## src/rtl/rmii_rx.sv

```systemverilog
// RMII receive front end: turns the PHY dibit stream into bytes, stripping preamble/SFD,
// following CRS_DV toggling at frame end, and reporting FCS, length and PHY errors on the last byte.
module rmii_rx #(
  parameter int unsigned MIN_LEN = 64,
  parameter int unsigned MAX_LEN = 1522,
  parameter int unsigned MIN_PRE = 4
) (
  input  logic        clk_mac,
  input  logic        rst,
  input  logic        eth_crsdv,
  input  logic [1:0]  eth_rxd,
  input  logic        eth_rxerr,
  output logic [7:0]  rx_data,
  output logic        rx_valid,
  output logic        rx_sof,
  output logic        rx_eof,
  output logic        rx_err,
  output logic [3:0]  rx_status,
  output logic [10:0] rx_len
);

  localparam logic [10:0] MinLen  = 11'(MIN_LEN);
  localparam logic [10:0] MaxLen  = 11'(MAX_LEN);
  localparam logic [3:0]  MinPre  = 4'(MIN_PRE);
  localparam logic [31:0] CrcInit = 32'hFFFF_FFFF;
  localparam logic [31:0] CrcPoly = 32'hEDB8_8320;
  localparam logic [31:0] CrcGood = 32'hDEBB_20E3;

  typedef enum logic [1:0] {StDrop, StIdle, StPre, StData} state_e;

  state_e      state_q, state_d;
  logic [3:0]  pre_cnt_q, pre_cnt_d;
  logic [1:0]  pos_q, pos_d;
  logic [7:0]  sr_q, sr_d;
  logic [7:0]  buf_q, buf_d;
  logic [10:0] cnt_q, cnt_d;
  logic [31:0] crc_q, crc_d;
  logic [31:0] crc_byte_q, crc_byte_d;
  logic        phy_err_q, phy_err_d;
  logic        last_dv_q, last_dv_d;

  logic [7:0]  rx_data_d;
  logic        rx_valid_d, rx_sof_d, rx_eof_d;
  logic [3:0]  rx_status_d;
  logic [10:0] rx_len_d;

  logic [7:0]  byte_new;
  logic [31:0] crc_next;
  logic        dribble;

  function automatic logic [31:0] crc_dibit(input logic [31:0] c_in, input logic [1:0] d);
    logic [31:0] c;
    logic        fb;
    c = c_in;
    for (int i = 0; i < 2; i++) begin
      fb = c[0] ^ d[i];
      c  = {1'b0, c[31:1]};
      if (fb) c = c ^ CrcPoly;
    end
    return c;
  endfunction

  assign byte_new = {eth_rxd, sr_q[7:2]};
  assign crc_next = crc_dibit(crc_q, eth_rxd);
  // Partial dibits survive unless the only one (p=0) was a discarded tentative dibit.
  assign dribble  = (pos_q == 2'd3) || (pos_q == 2'd1 && last_dv_q);

  always_comb begin
    state_d     = state_q;
    pre_cnt_d   = pre_cnt_q;
    pos_d       = pos_q;
    sr_d        = sr_q;
    buf_d       = buf_q;
    cnt_d       = cnt_q;
    crc_d       = crc_q;
    crc_byte_d  = crc_byte_q;
    phy_err_d   = phy_err_q;
    last_dv_d   = last_dv_q;
    rx_data_d   = rx_data;
    rx_valid_d  = 1'b0;
    rx_sof_d    = 1'b0;
    rx_eof_d    = 1'b0;
    rx_status_d = 4'd0;
    rx_len_d    = 11'd0;

    unique case (state_q)
      StDrop: begin
        if (!eth_crsdv) state_d = StIdle;
      end
      StIdle: begin
        if (eth_crsdv && eth_rxd == 2'b01) begin
          state_d   = StPre;
          pre_cnt_d = 4'd1;
          phy_err_d = 1'b0;
        end
      end
      StPre: begin
        if (!eth_crsdv) begin
          state_d = StIdle;
        end else begin
          if (eth_rxerr) phy_err_d = 1'b1;
          if (eth_rxd == 2'b01) begin
            if (pre_cnt_q != 4'hF) pre_cnt_d = pre_cnt_q + 4'd1;
          end else if (eth_rxd == 2'b11 && pre_cnt_q >= MinPre) begin
            state_d   = StData;
            pos_d     = 2'd0;
            cnt_d     = 11'd0;
            crc_d     = CrcInit;
            last_dv_d = 1'b1;
          end else begin
            state_d = StDrop;
          end
        end
      end
      StData: begin
        if (eth_rxerr) phy_err_d = 1'b1;
        sr_d      = byte_new;
        crc_d     = crc_next;
        pos_d     = pos_q + 2'd1;
        last_dv_d = eth_crsdv;
        if (!eth_crsdv && pos_q[0]) begin
          state_d = StIdle;
          if (cnt_q != 11'd0) begin
            rx_valid_d  = 1'b1;
            rx_data_d   = buf_q;
            rx_sof_d    = (cnt_q == 11'd1);
            rx_eof_d    = 1'b1;
            rx_status_d = {cnt_q < MinLen, dribble, crc_byte_q != CrcGood, phy_err_d};
            rx_len_d    = cnt_q;
          end
        end else if (pos_q == 2'd3) begin
          crc_byte_d = crc_next;
          buf_d      = byte_new;
          if (cnt_q == MaxLen) begin
            // Oversize: close the frame on the buffered byte and ignore the rest.
            state_d     = StDrop;
            rx_valid_d  = 1'b1;
            rx_data_d   = buf_q;
            rx_sof_d    = (cnt_q == 11'd1);
            rx_eof_d    = 1'b1;
            rx_status_d = {1'b1, 1'b0, 1'b0, phy_err_d};
            rx_len_d    = MaxLen;
          end else begin
            cnt_d = cnt_q + 11'd1;
            if (cnt_q != 11'd0) begin
              rx_valid_d = 1'b1;
              rx_data_d  = buf_q;
              rx_sof_d   = (cnt_q == 11'd1);
            end
          end
        end
      end
      default: state_d = StDrop;
    endcase
  end

  always_ff @(posedge clk_mac) begin
    if (rst) begin
      state_q    <= StDrop;
      pre_cnt_q  <= 4'd0;
      pos_q      <= 2'd0;
      sr_q       <= 8'd0;
      buf_q      <= 8'd0;
      cnt_q      <= 11'd0;
      crc_q      <= CrcInit;
      crc_byte_q <= CrcInit;
      phy_err_q  <= 1'b0;
      last_dv_q  <= 1'b0;
      rx_data    <= 8'd0;
      rx_valid   <= 1'b0;
      rx_sof     <= 1'b0;
      rx_eof     <= 1'b0;
      rx_err     <= 1'b0;
      rx_status  <= 4'd0;
      rx_len     <= 11'd0;
    end else begin
      state_q    <= state_d;
      pre_cnt_q  <= pre_cnt_d;
      pos_q      <= pos_d;
      sr_q       <= sr_d;
      buf_q      <= buf_d;
      cnt_q      <= cnt_d;
      crc_q      <= crc_d;
      crc_byte_q <= crc_byte_d;
      phy_err_q  <= phy_err_d;
      last_dv_q  <= last_dv_d;
      rx_data    <= rx_data_d;
      rx_valid   <= rx_valid_d;
      rx_sof     <= rx_sof_d;
      rx_eof     <= rx_eof_d;
      rx_err     <= |rx_status_d;
      rx_status  <= rx_status_d;
      rx_len     <= rx_len_d;
    end
  end

endmodule
```

## config.mk

```make
export PLATFORM = sky130hd
export DESIGN_NAME = rmii_rx
export DESIGN_NICKNAME = d
export VERILOG_FILES = /design/src/rtl/rmii_rx.sv
export SDC_FILE = /design/constraint.sdc
export NUM_CORES = 1
export LEC_CHECK = 0
export CORE_MARGIN = 3
export CORE_UTILIZATION = 30
export DETAILED_ROUTE_END_ITERATION = 8
export GPL_ROUTABILITY_DRIVEN = 0
export GPL_TIMING_DRIVEN = 0
export PLACE_DENSITY = 0.53
export SLEW_MARGIN = 25
export SYNTH_ARGS = -nofsm -noshare
export SYNTH_HDL_FRONTEND = slang
export SYNTH_SLANG_ARGS = --single-unit
```

## constraint.sdc

```tcl
create_clock -name clk_mac -period 1.8 [get_ports clk_mac]
set_clock_uncertainty 0.1 [all_clocks]
set_input_delay 0.54 -clock clk_mac [delete_from_list [all_inputs] [get_ports clk_mac]]
set_output_delay 0.54 -clock clk_mac [all_outputs]
set_load 0.02 [all_outputs]
```

Yosys cells after proc, flatten, opt, wreduce, memory -nomap -nowiden --
Cells that the tools add are included.
Word-level totals: flip-flop bits (word level) 128
Cells by class: bitwise operators 6, order comparisons 2, eq/ne operators 24, add/subtract/negate cells 3, multiplexer cells 63, reductions and logical operators 21
Operators by type and width (number):
- 32-bit two-way mux | 5
- 11-bit two-way mux | 10
- 32-bit one-hot mux with 2 select lines | 1
- 4-bit two-way mux | 9
- 8-bit two-way mux | 4
- 32-bit != test (second input constant) | 1
- 13-bit NOT with 14-bit output | 2
- 2-bit two-way mux | 11
- 11-bit one-hot mux with 2 select lines | 1
- 2-bit != test (second input constant) | 10
- 1-bit two-way mux | 17
- 11-bit by 1-bit adder with 11-bit output (second input constant) | 1
- 11-bit by 1-bit == test with 1-bit output (second input constant) | 1
- 11-bit == test (second input constant) | 1
- 11-bit by 7-bit less-than comparator with 1-bit output (second input constant) | 1
- 11-bit nonzero test | 1
- 5-bit AND reduction | 2
- 3-bit != test (second input constant) | 3
- 2-bit == test (second input constant) | 4
- 2-bit one-hot mux with 4 select lines | 1
- 4-bit one-hot mux with 2 select lines | 1
- 7-bit AND reduction | 1
- 2-bit by 1-bit == test with 1-bit output (second input constant) | 3
- 3-bit AND reduction | 2
- 19 further kinds | 26

Longest topological paths before layout --
Gate-level depths: netlist of the first run.
depth after elaboration 7, depth in mapped cells 8, gate-level depth less buffers 7

Worst setup path after synthesis of the first run --
No wires, ideal clock.
path type input port to flip-flop, from input eth_rxd[0], to register crc_q[20], setup time 0.132 ns, slack -0.104 ns, arrival time 1.672 ns, stages on the path 5, required time 1.568 ns, path buffers 1, cells stage by stage buf_2 xnor2_2 xnor2_2 xnor2_1 a2bb2oi_1
On the way: cells in the longest elaborated chain, start to end 5, elaborated cells between the ends (all ways) 11
Ends and longest elaborated chain:
- start, declared | line 11 | input logic [1:0] eth_rxd,
- 1-bit bitwise XOR | line 56 | fb = c[0] ^ d[i];
- 32-bit two-way mux | line 58 | if (fb) c = c ^ CrcPoly;
- 13-bit NOT with 14-bit output (no line)
- 32-bit two-way mux | line 58
- 32-bit one-hot mux with 2 select lines | line 86 | unique case (state_q)
- end signal, assigned | line 165 | crc_q <= CrcInit;
- end signal, assigned | line 183 | crc_q <= crc_d;
- end, declared | line 37 | logic [31:0] crc_q, crc_d;
Several ways; a longest one is shown, not always the timed one. A chain may end at the register's enable or synchronous reset.

Final worst setup path of the first run --
from register cnt_q[8], to register rx_sof
On the way: cells in the longest elaborated chain, start to end 5, elaborated cells between the ends (all ways) 7
Ends and longest elaborated chain:
- start, declared | line 36 | logic [10:0] cnt_q, cnt_d;
- start signal, assigned | line 182 | cnt_q <= cnt_d;
- 11-bit by 1-bit == test with 1-bit output / 11-bit nonzero test (equally long branches)
- 1-bit two-way mux | line 123, 145
- 1-bit two-way mux | line 134 | if (cnt_q == MaxLen) begin
- 1-bit two-way mux | line 131 | end else if (pos_q == 2'd3) begin
- 1-bit two-way mux * | line 121 | if (!eth_crsdv && pos_q[0]) begin
- end signal, assigned | line 189 | rx_sof <= rx_sof_d;
- end, declared | line 15 | output logic rx_sof,
Every way passes the cells marked *; elsewhere a longest branch is shown, timed or not.

==> flow_summary.json, run 1 <==
{
  "status": "finished with violations",
  "violations": "setup timing",
  "yosysSeqAreaShare": 0.509,
  "nets": 590,
  "yosys_register_bits": 126,
  "cts.clk_slew.worst_paths_ns": 0.06,
  "area_delta_synth_final_pct": 27.2,
  "r2r_slack_ns": -0.05,
  "die-area_um2": 18100,
  "die_x_um": 135,
  "drc_errors": 0,
  "initial_core_util": 0.309,
  "setup_viol": 1,
  "grt_pass1_wl_um": 19600,
  "worstPathRequired_ns": 2.00,
  "min_path_type": "reg -> reg",
  "final.period_utilization": 1.03,
  "vias": 3876,
  "crit_path_end_kind": "flop",
  "p_leak_nw": 2.53,
  "syn_area_um2": 4960,
  "cts_made_buffers": 17,
  "worstPathMaxFanout": 5,
  "chipHeight_um": 135,
  "drt-pass1-iter-count": 5,
  "wl_per_cell_um": 15.0,
  "setup.worst_path.class": "reg -> reg",
  "overflow": 0,
  "grt_use_total": 0.138,
  "ys_top_cells_by_area": "dfxtp_1 (51%), nand2_1 (5.5%), nor2_1 (3.6%), a21oi_1 (3.5%), a2bb2oi_1 (3.5%)",
  "post-route-util": 0.393,
  "tightest_slew_ns": 0.545,
  "ant_nets": 0,
  "worst_skew_pair.late_latency_ns": 0.41,
  "place_area_um2": 5550,
  "cellPowerDensity_nw_per_um2": 972,
  "drv_slew": 0,
  "syn_inst": 520,
  "antenna_found_initial": 0,
  "drive_above_1_share": 0.172,
  "drtIter0Drc": 319,
  "ys_top_cells_by_count": "dfxtp_1 (126), nand2_1 (73), nor2_1 (47)",
  "max_freq_mhz": 542,
  "h-tree-depth": 4,
  "yosysTopAreaCell": "dfxtp_1",
  "postCtsHoldBufs": 0,
  "hold_violations": 0,
  "period_needed_ns": 1.85,
  "ys_types": 51,
  "cts_tree": "built",
  "port_buffers": 30,
  "grt_max_degree": 17,
  "ir_drop_mv": 0.655,
  "clock_path_buffers": 2,
  "drt-total-wl_um": 12100,
  "cp.arrival_ns": 2.04,
  "ys_async_sr_fraction": 0,
  "rows": 46,
  "cts.sinks": 126,
  "dp_hpwl_um": 8170,
  "clockRootBuffer": "clkbuf_16",
  "startpoint_type": "flop",
  "rsz0062_at_grt": "yes",
  "syn_avg_cell_area_um2": 9.54,
  "antenna_cells": 0,
  "final_area_um2": 6310,
  "synth_enable_flop_cells": 0,
  "max-slew-margin-rel": 0.636,
  "synth_top_area_frac": 0.509,
  "synthFlopType": "dfxtp_1",
  "grt_pass1_vias": 3924,
  "synth_most_common_cell": "dfxtp_1",
  "yosys_warnings": 0,
  "vias_per_cell": 4.82,
  "core_area_um2": 16100,
  "syn-num-nets": 533,
  "drv_cap": 0,
  "fin_ws_ns": -0.0458,
  "io_pins": 33
}
-- through the flow --
stage / worst slack (ns) / hold WS (ns) / power, mW / TNS [ns] / std cells
final: -0.0458 / 0.346 / 6.13 / -0.0458 / 804
after global routing: -0.0981 / 0.348 / 6.33 / -0.537 / 804
after CTS: -0.0514 / 0.343 / 6.20 / -0.0888 / 803
after detailed placement: -0.931 / 0.342 / 3.08 / -87.49 / 766
after global placement: -0.907 / 0.340 / 3.08 / -84.66 / 766
after floorplan: -0.0511 / 0.322 / 3.01 / -0.0511 / 520
-- layout by cell type, fill, tap and decap left out, types with 7 or more instances in the layout --
cell	netlist	layout
dfxtp_1	126	118
nand2_1	73	73
nor2_1	47	46
a21oi_1	35	34
dlygate4sd2_1	0	27
a2bb2oi_1	20	20
buf_4	0	18
clkbuf_16	0	17
xor2_1	14	14
xnor2_1	13	13
o22a_1	13	13
nand3b_1	13	13
a211o_1	13	13
clkbuf_2	0	11
and3_1	11	11
mux2i_1	10	10
o21ai_0	9	9
nand4_1	7	7
-- report_power, final --
part	switching (mW)	total (mW)	internal (mW)	leakage, nW
Clock	1.15	3.09	1.94	0.259
Sequential	0.00923	2.81	2.80	1.02
Combinational	0.141	0.236	0.0957	1.25
Total	1.30	6.13	4.83	2.53
-- path summary, 6_finish.rpt --
| kind | from | end | cells after the start |
|---|---|---|---|
| setup reg to reg | cnt_q[8] | rx_sof | 6 |
| hold / removal | phy_err_q | phy_err_q | 2 |
| hold reg to reg | phy_err_q | phy_err_q | 2 |
| setup / recovery | cnt_q[8] | rx_sof | 6 |
-- cells by family (layout without fill, tap and decap cells) --
family                     Yosys count  after routing  synth area share
buffers and inverters               42            110            0.0358
DFF                                126            126             0.509
muxes                               10             10            0.0202
AOI/OAI and AO/OA                  108            108             0.153
xor gates and xnor gates            30             30            0.0598
and+or+nand+nor                    197            197             0.205
adders and majority gates            7              7            0.0177
-- sequential cells by signal (all words and copies together) (netlist names), 2 cells and up --
signal and flops:
sr_q 6, cnt_q 11, buf_q 8, state_q 2, pre_cnt_q 4, rx_data 8
crc_q 32, rx_len 11, pos_q 2, rx_status 4, crc_byte_q 32
-- layer usage --
layer,global-route usage,up-vias,routed length (um)
met1,0.175,1856,5850
met2,0.220,63,5660
li1,-,1944,-
met5,0,-,0
met4,0.0554,0,151
met3,0.0421,13,439
-- critical path, stage by stage, from the launching register on --
cell and delay [ns]:
dfxtp_4 0.34, or4_4 0.51, nand4b_4 0.19, o211a_4 0.17
buf_6 0.14, nor2b_4 0.12, and4_1 0.15
-- final cells by class --
| class | instances | area [um2] |
|---|---|---|
| Fill cell | 1604 | 9750 |
| Sequential cell | 126 | 2540 |
| Multi-Input combinational cell | 352 | 2370 |
| Clock buffer | 23 | 468 |
| Timing Repair Buffer | 43 | 378 |
| Tap cell | 216 | 270 |
| Buffer | 30 | 191 |
| Clock inverter | 7 | 65.1 |
| Inverter | 7 | 28.8 |
-- what timing repair did --
action	CTS	global route
endpoints found under the setup margin	150	96
pin swaps	2	6
cloned	2	0
resized for setup	71	27
buffers inserted	7	4
Note: power is estimated with default switching activity, not from simulation.
==> inputs of run 2 (changes only) <==
- CORE_UTILIZATION: 30 -> 52
- PLACE_DENSITY: 0.53 -> 0.79
==> flow_summary.json, run 2 (synthesis gave the netlist of run 1 again) <==
{
  "initial_core_util": 0.537,
  "drv_cap": 0,
  "antenna_cells": 0,
  "h-tree-depth": 4,
  "final_cell_mix": "dfxtp_1 (117), nand2_1 (73), nor2_1 (46)",
  "grt_use_total": 0.222,
  "rsz0062_at_grt": "yes",
  "clockRootBuffer": "clkbuf_8",
  "ir_drop_mv": 0.691,
  "drtIter0Drc": 214,
  "drive_above_1_share": 0.206,
  "dp_hpwl_um": 7640,
  "drv_slew": 0,
  "path_delay_family": "simple AND/OR/NAND/NOR gates",
  "worstPathRequired_ns": 2.11,
  "drc_errors": 0,
  "biggestRegsByFlops": "crc_byte_q: 32 flops, crc_q: 32 flops",
  "die_x_um": 104,
  "worst_skew_pair.late_latency_ns": 0.52,
  "vias_per_cell": 5.69,
  "cts.clk_slew.worst_paths_ns": 0.06,
  "cp_cell_sequence": "or4_4 -> nand4b_4 -> o211a_4 -> buf_6 -> nor2b_4 -> and4_1",
  "post-route-util": 0.677,
  "die-area_um2": 10700,
  "period_needed_ns": 1.87,
  "vias": 4102,
  "cpPeakStageDelay_ns": 0.51,
  "final.period_utilization": 1.04,
  "cp.arrival_ns": 2.17,
  "drt-total-wl_um": 12300,
  "nets": 594,
  "area_delta_synth_final_pct": 26.1,
  "worstPathMaxFanout": 5,
  "postCtsHoldBufs": 0,
  "cts_made_buffers": 17,
  "slowest_stage": "or4_4",
  "overflow": 0,
  "grt_max_degree": 17,
  "startpoint_type": "flop",
  "grt_pass1_wl_um": 19200,
  "clock_path_buffers": 2,
  "wl_per_cell_um": 17.0,
  "port_buffers": 30,
  "grt_pass1_vias": 4039,
  "p_leak_nw": 2.49,
  "ant_nets": 0,
  "io_pins": 33,
  "crit_buf_inv": 1,
  "drt-pass1-iter-count": 5,
  "chipHeight_um": 104,
  "final_common_cell": "dfxtp_1",
  "fin_ws_ns": -0.0680,
  "antenna_found_initial": 0,
  "status": "finished with violations",
  "rows": 35,
  "core_area_um2": 9240,
  "min_path_type": "in -> reg",
  "setup_viol": 10,
  "hold_violations": 0,
  "cts.sinks": 126,
  "fillers": 675,
  "setup.worst_path.class": "reg -> reg",
  "hold_slack_ns": 0.251,
  "max-slew-margin-rel": 0.594,
  "violations": "setup timing",
  "crit_path_end_kind": "flop",
  "max_freq_mhz": 535,
  "cts_tree": "built",
  "tightest_slew_ns": 0.606,
  "cellPowerDensity_nw_per_um2": 1030
}
run 2: what timing repair did:
| item | in CTS | in global routing |
|---|---|---|
| setup buffers | 4 | 11 |
| cloned | 2 | 0 |
| resized for setup | 76 | 58 |
| pin swaps | 3 | 9 |
| setup endpoints to repair | 141 | 130 |
run 2: stage by stage:
stage | instances | setup slack (ns) | cell area [um2] | TNS, ns | power, mW
finish | 721 | -0.0680 | 6250 | -0.219 | 6.44
global route | 721 | -0.101 | 6250 | -2.30 | 6.59
CTS | 711 | -0.0725 | 6110 | -0.271 | 6.44
detailed placement | 679 | -0.898 | 5450 | -81.09 | 3.07
global placement | 679 | -0.837 | 5450 | -77.07 | 3.07
floorplan | 520 | -0.0511 | 4980 | -0.0511 | 3.01
run 2: final timing paths:
check              from       end  slack [ns]  cells past startpoint
max            cnt_q[8]    rx_sof       -0.07                      6
min          eth_rxd[0]  buf_q[6]        0.25                      3
min reg2reg     sr_q[3]  buf_q[1]        0.36                      2
max reg2reg    cnt_q[8]    rx_sof       -0.07                      6
run 2: layer usage:
metal,up-vias,part of all wire,track usage
li1,1941,-,-
met1,1981,0.42,0.257
met2,141,0.51,0.386
met3,39,0.050,0.0517
met4,0,0.027,0.107
met5,-,0,0
run 2: area by class of cell:
type	instances	area, um2	area share
Timing Repair Buffer	47	378	0.0604
Tap cell	129	161	0.0258
Inverter	7	28.8	0.00460
Sequential cell	126	2540	0.406
Multi-Input combinational cell	352	2370	0.379
Buffer	30	188	0.0300
Clock buffer	18	418	0.0668
Clock inverter	12	171	0.0274
run 2: tightest hold or removal path, delay by kind of cell:
kind            cells  cell delay (ns)
buf+inv             1             0.16
simple gates        1             0.07
compound gates      1             0.05
run 2: where the power goes:
part,switching [mW],total [mW],internal [mW]
Sequential,0.00947,2.80,2.80
Clock,1.17,3.39,2.22
Combinational,0.144,0.243,0.0990
==> inputs of run 3 (changes only) <==
- CORE_UTILIZATION: 52 -> 56
- DONT_BUFFER_PORTS: not set -> 1
- GPL_TIMING_DRIVEN: 0 -> 1
==> flow_summary.json, run 3 (synthesis gave the netlist of run 1 again) <==
{
  "final_common_cell": "dfxtp_1",
  "grt_pass1_wl_um": 18500,
  "rows": 33,
  "worst_skew_pair.late_latency_ns": 0.51,
  "p_leak_nw": 2.38,
  "drv_slew": 0,
  "period_needed_ns": 1.81,
  "io_pins": 33,
  "multiInputGateArea_um2": 2360,
  "area_delta_synth_final_pct": 22.4,
  "routed.top_layer": "met4",
  "power.internal_mw": 5.36,
  "initial_core_util": 0.589,
  "min_path_cells": 1,
  "biggestRegsByFlops": "crc_byte_q: 32 flops, crc_q: 32 flops",
  "cpPeakStageDelay_ns": 0.53,
  "hold_violations": 0,
  "cts_made_buffers": 17,
  "wl_met1_um": 4990,
  "r2r_slack_ns": -0.01,
  "max-slew-margin-rel": 0.549,
  "grt_max_degree": 53,
  "drtIter0Drc": 236,
  "tightest_slew_ns": 0.673,
  "reg2reg_to": "rx_data[3]",
  "worstPathRequired_ns": 2.14,
  "setup.worst_path.class": "reg -> reg",
  "swShare": 0.187,
  "port_buffers": 0,
  "reg2reg_from": "cnt_q[8]",
  "hold_slack_ns": 0.0262,
  "cts.clk_slew.worst_paths_ns": 0.05,
  "ant_nets": 0,
  "ir_drop_mv": 0.688,
  "drt-total-wl_um": 11800,
  "preCtsSetupSlack_ns": 0.00102,
  "dp_hpwl_um": 6850,
  "core_area_um2": 8420,
  "switchingPower_mw": 1.23,
  "wl_met3_um": 699,
  "hold-path-endpoint": "rx_data[7]",
  "drt-pass1-iter-count": 5,
  "max_freq_mhz": 552,
  "comb_power_share": 0.030,
  "reg2regPathDepth": 6,
  "antenna_cells": 0,
  "cts.sinks": 126,
  "clock_path_buffers": 2,
  "cellPowerDensity_nw_per_um2": 1090,
  "power_frac_clock": 0.544,
  "drive_above_1_share": 0.176,
  "setup_viol": 2,
  "fin_ws_ns": -0.0121,
  "violations": "setup timing",
  "path_delay_family": "simple AND/OR/NAND/NOR gates",
  "vias": 3932,
  "drc_errors": 0,
  "die_x_um": 100,
  "crit_path_end_kind": "flop",
  "rsz0062_at_grt": "yes",
  "status": "finished with violations",
  "h-tree-depth": 4,
  "clockRootBuffer": "clkbuf_8",
  "nets": 561,
  "fin_setup_tns_ns": -0.0134,
  "cts_tree": "built",
  "overflow": 0,
  "startpoint_type": "flop",
  "fillers": 585,
  "hold_start": "rst",
  "final.period_utilization": 1.01,
  "grt_use_total": 0.234,
  "antenna_found_initial": 0,
  "slowest_stage": "or4_4",
  "worstPathMaxFanout": 8,
  "cp.arrival_ns": 2.15,
  "drv_cap": 0,
  "wl_met2_um": 5920,
  "grt_pass1_vias": 3936,
  "wl_per_cell_um": 17.8,
  "chipHeight_um": 100,
  "die-area_um2": 10000,
  "final_cell_mix": "dfxtp_1 (121), nand2_1 (72), nor2_1 (46)",
  "crit_buf_inv": 1,
  "p_seq_frac": 0.426,
  "min_path_type": "in -> reg",
  "cp_cell_sequence": "or4_4 -> nand4b_4 -> o211a_4 -> buf_12 -> mux2i_4 -> nor2_1",
  "vias_per_cell": 5.93,
  "seq_area_um2": 2530
}
[run 3: changes by cell type in the layout (fill, tap and decap cells not counted), sizes merged]
cell	before	now
dlygate4sd2	3	0
buf	30	38
clkbuf	44	23
bufinv	4	5
clkdlybuf4s50	2	0
dlygate4sd3	0	5
clkinv	8	2
clkdlybuf4s15	16	0
[run 3: final cells by class]
class / instances / area share
sequential: 126 / 0.416
multi-input combinational: 352 / 0.389
clock buffer: 22 / 0.0762
timing repair buffer: 44 / 0.0655
clock inverter: 7 / 0.0264
tap: 105 / 0.0216
inverter: 7 / 0.00433
[run 3: stage by stage]
stage                     power (mW)  utilization  instances  instance area [um2]
after floorplan                 3.01            -        520                 4980
after global placement          3.03        0.624        625                 5260
after detailed placement        3.03        0.624        625                 5260
after CTS                       6.62        0.706        660                 5940
after global routing            6.76        0.721        663                 6070
final                           6.59        0.721        663                 6070
[run 3: power groups by stage]
| stage | registers [mW] | clock network, mW | logic (mW) |
|---|---|---|---|
| after floorplan | 2.86 | 0 | 0.150 |
| after detailed placement | 2.87 | 0 | 0.164 |
| after CTS | 2.81 | 3.63 | 0.184 |
| after global routing | 2.81 | 3.74 | 0.209 |
| after global placement | 2.87 | 0 | 0.160 |
| final | 2.81 | 3.59 | 0.195 |
[run 3: routing by layer]
layer	global-route usage	vias to the layer above
met3	0.0632	21
li1	-	1872
met4	0.0953	0
met2	0.400	140
met5	0	-
met1	0.278	1899
[run 3: how the worst max path moves through the flow]
stage / cells past startpoint / start / slack (ns) / endpoint
2_1_floorplan: 6 / eth_crsdv / -0.05 / state_q[0]
4_1_cts: 6 / cnt_q[8] / 0.002 / rx_data[5]
3_3_place_gp: 6 / cnt_q[10] / 0.04 / rx_data[3]
6_report: 6 / cnt_q[8] / -0.01 / rx_data[3]
3_5_place_dp: 6 / cnt_q[10] / 0.001 / rx_data[5]
5_1_grt: 6 / cnt_q[8] / -0.07 / rx_data[5]
[run 3: worst reg2reg max path, stage by stage, from the launching register on]
cell and delay, ns:
dfxtp_2 0.32, or4_4 0.53, nand4b_4 0.20, o211a_4 0.18
buf_12 0.15, mux2i_4 0.18, nor2_1 0.11
[run 3: what timing repair did]
action / CTS / global route
gates resized for setup: 1 / 20
hold buffers: 4 / 1
gates cloned: 0 / 1
setup buffers: 2 / 1
pin swaps: 2 / 7
hold endpoints to repair: 7 / 1
setup endpoints to repair: 5 / 44
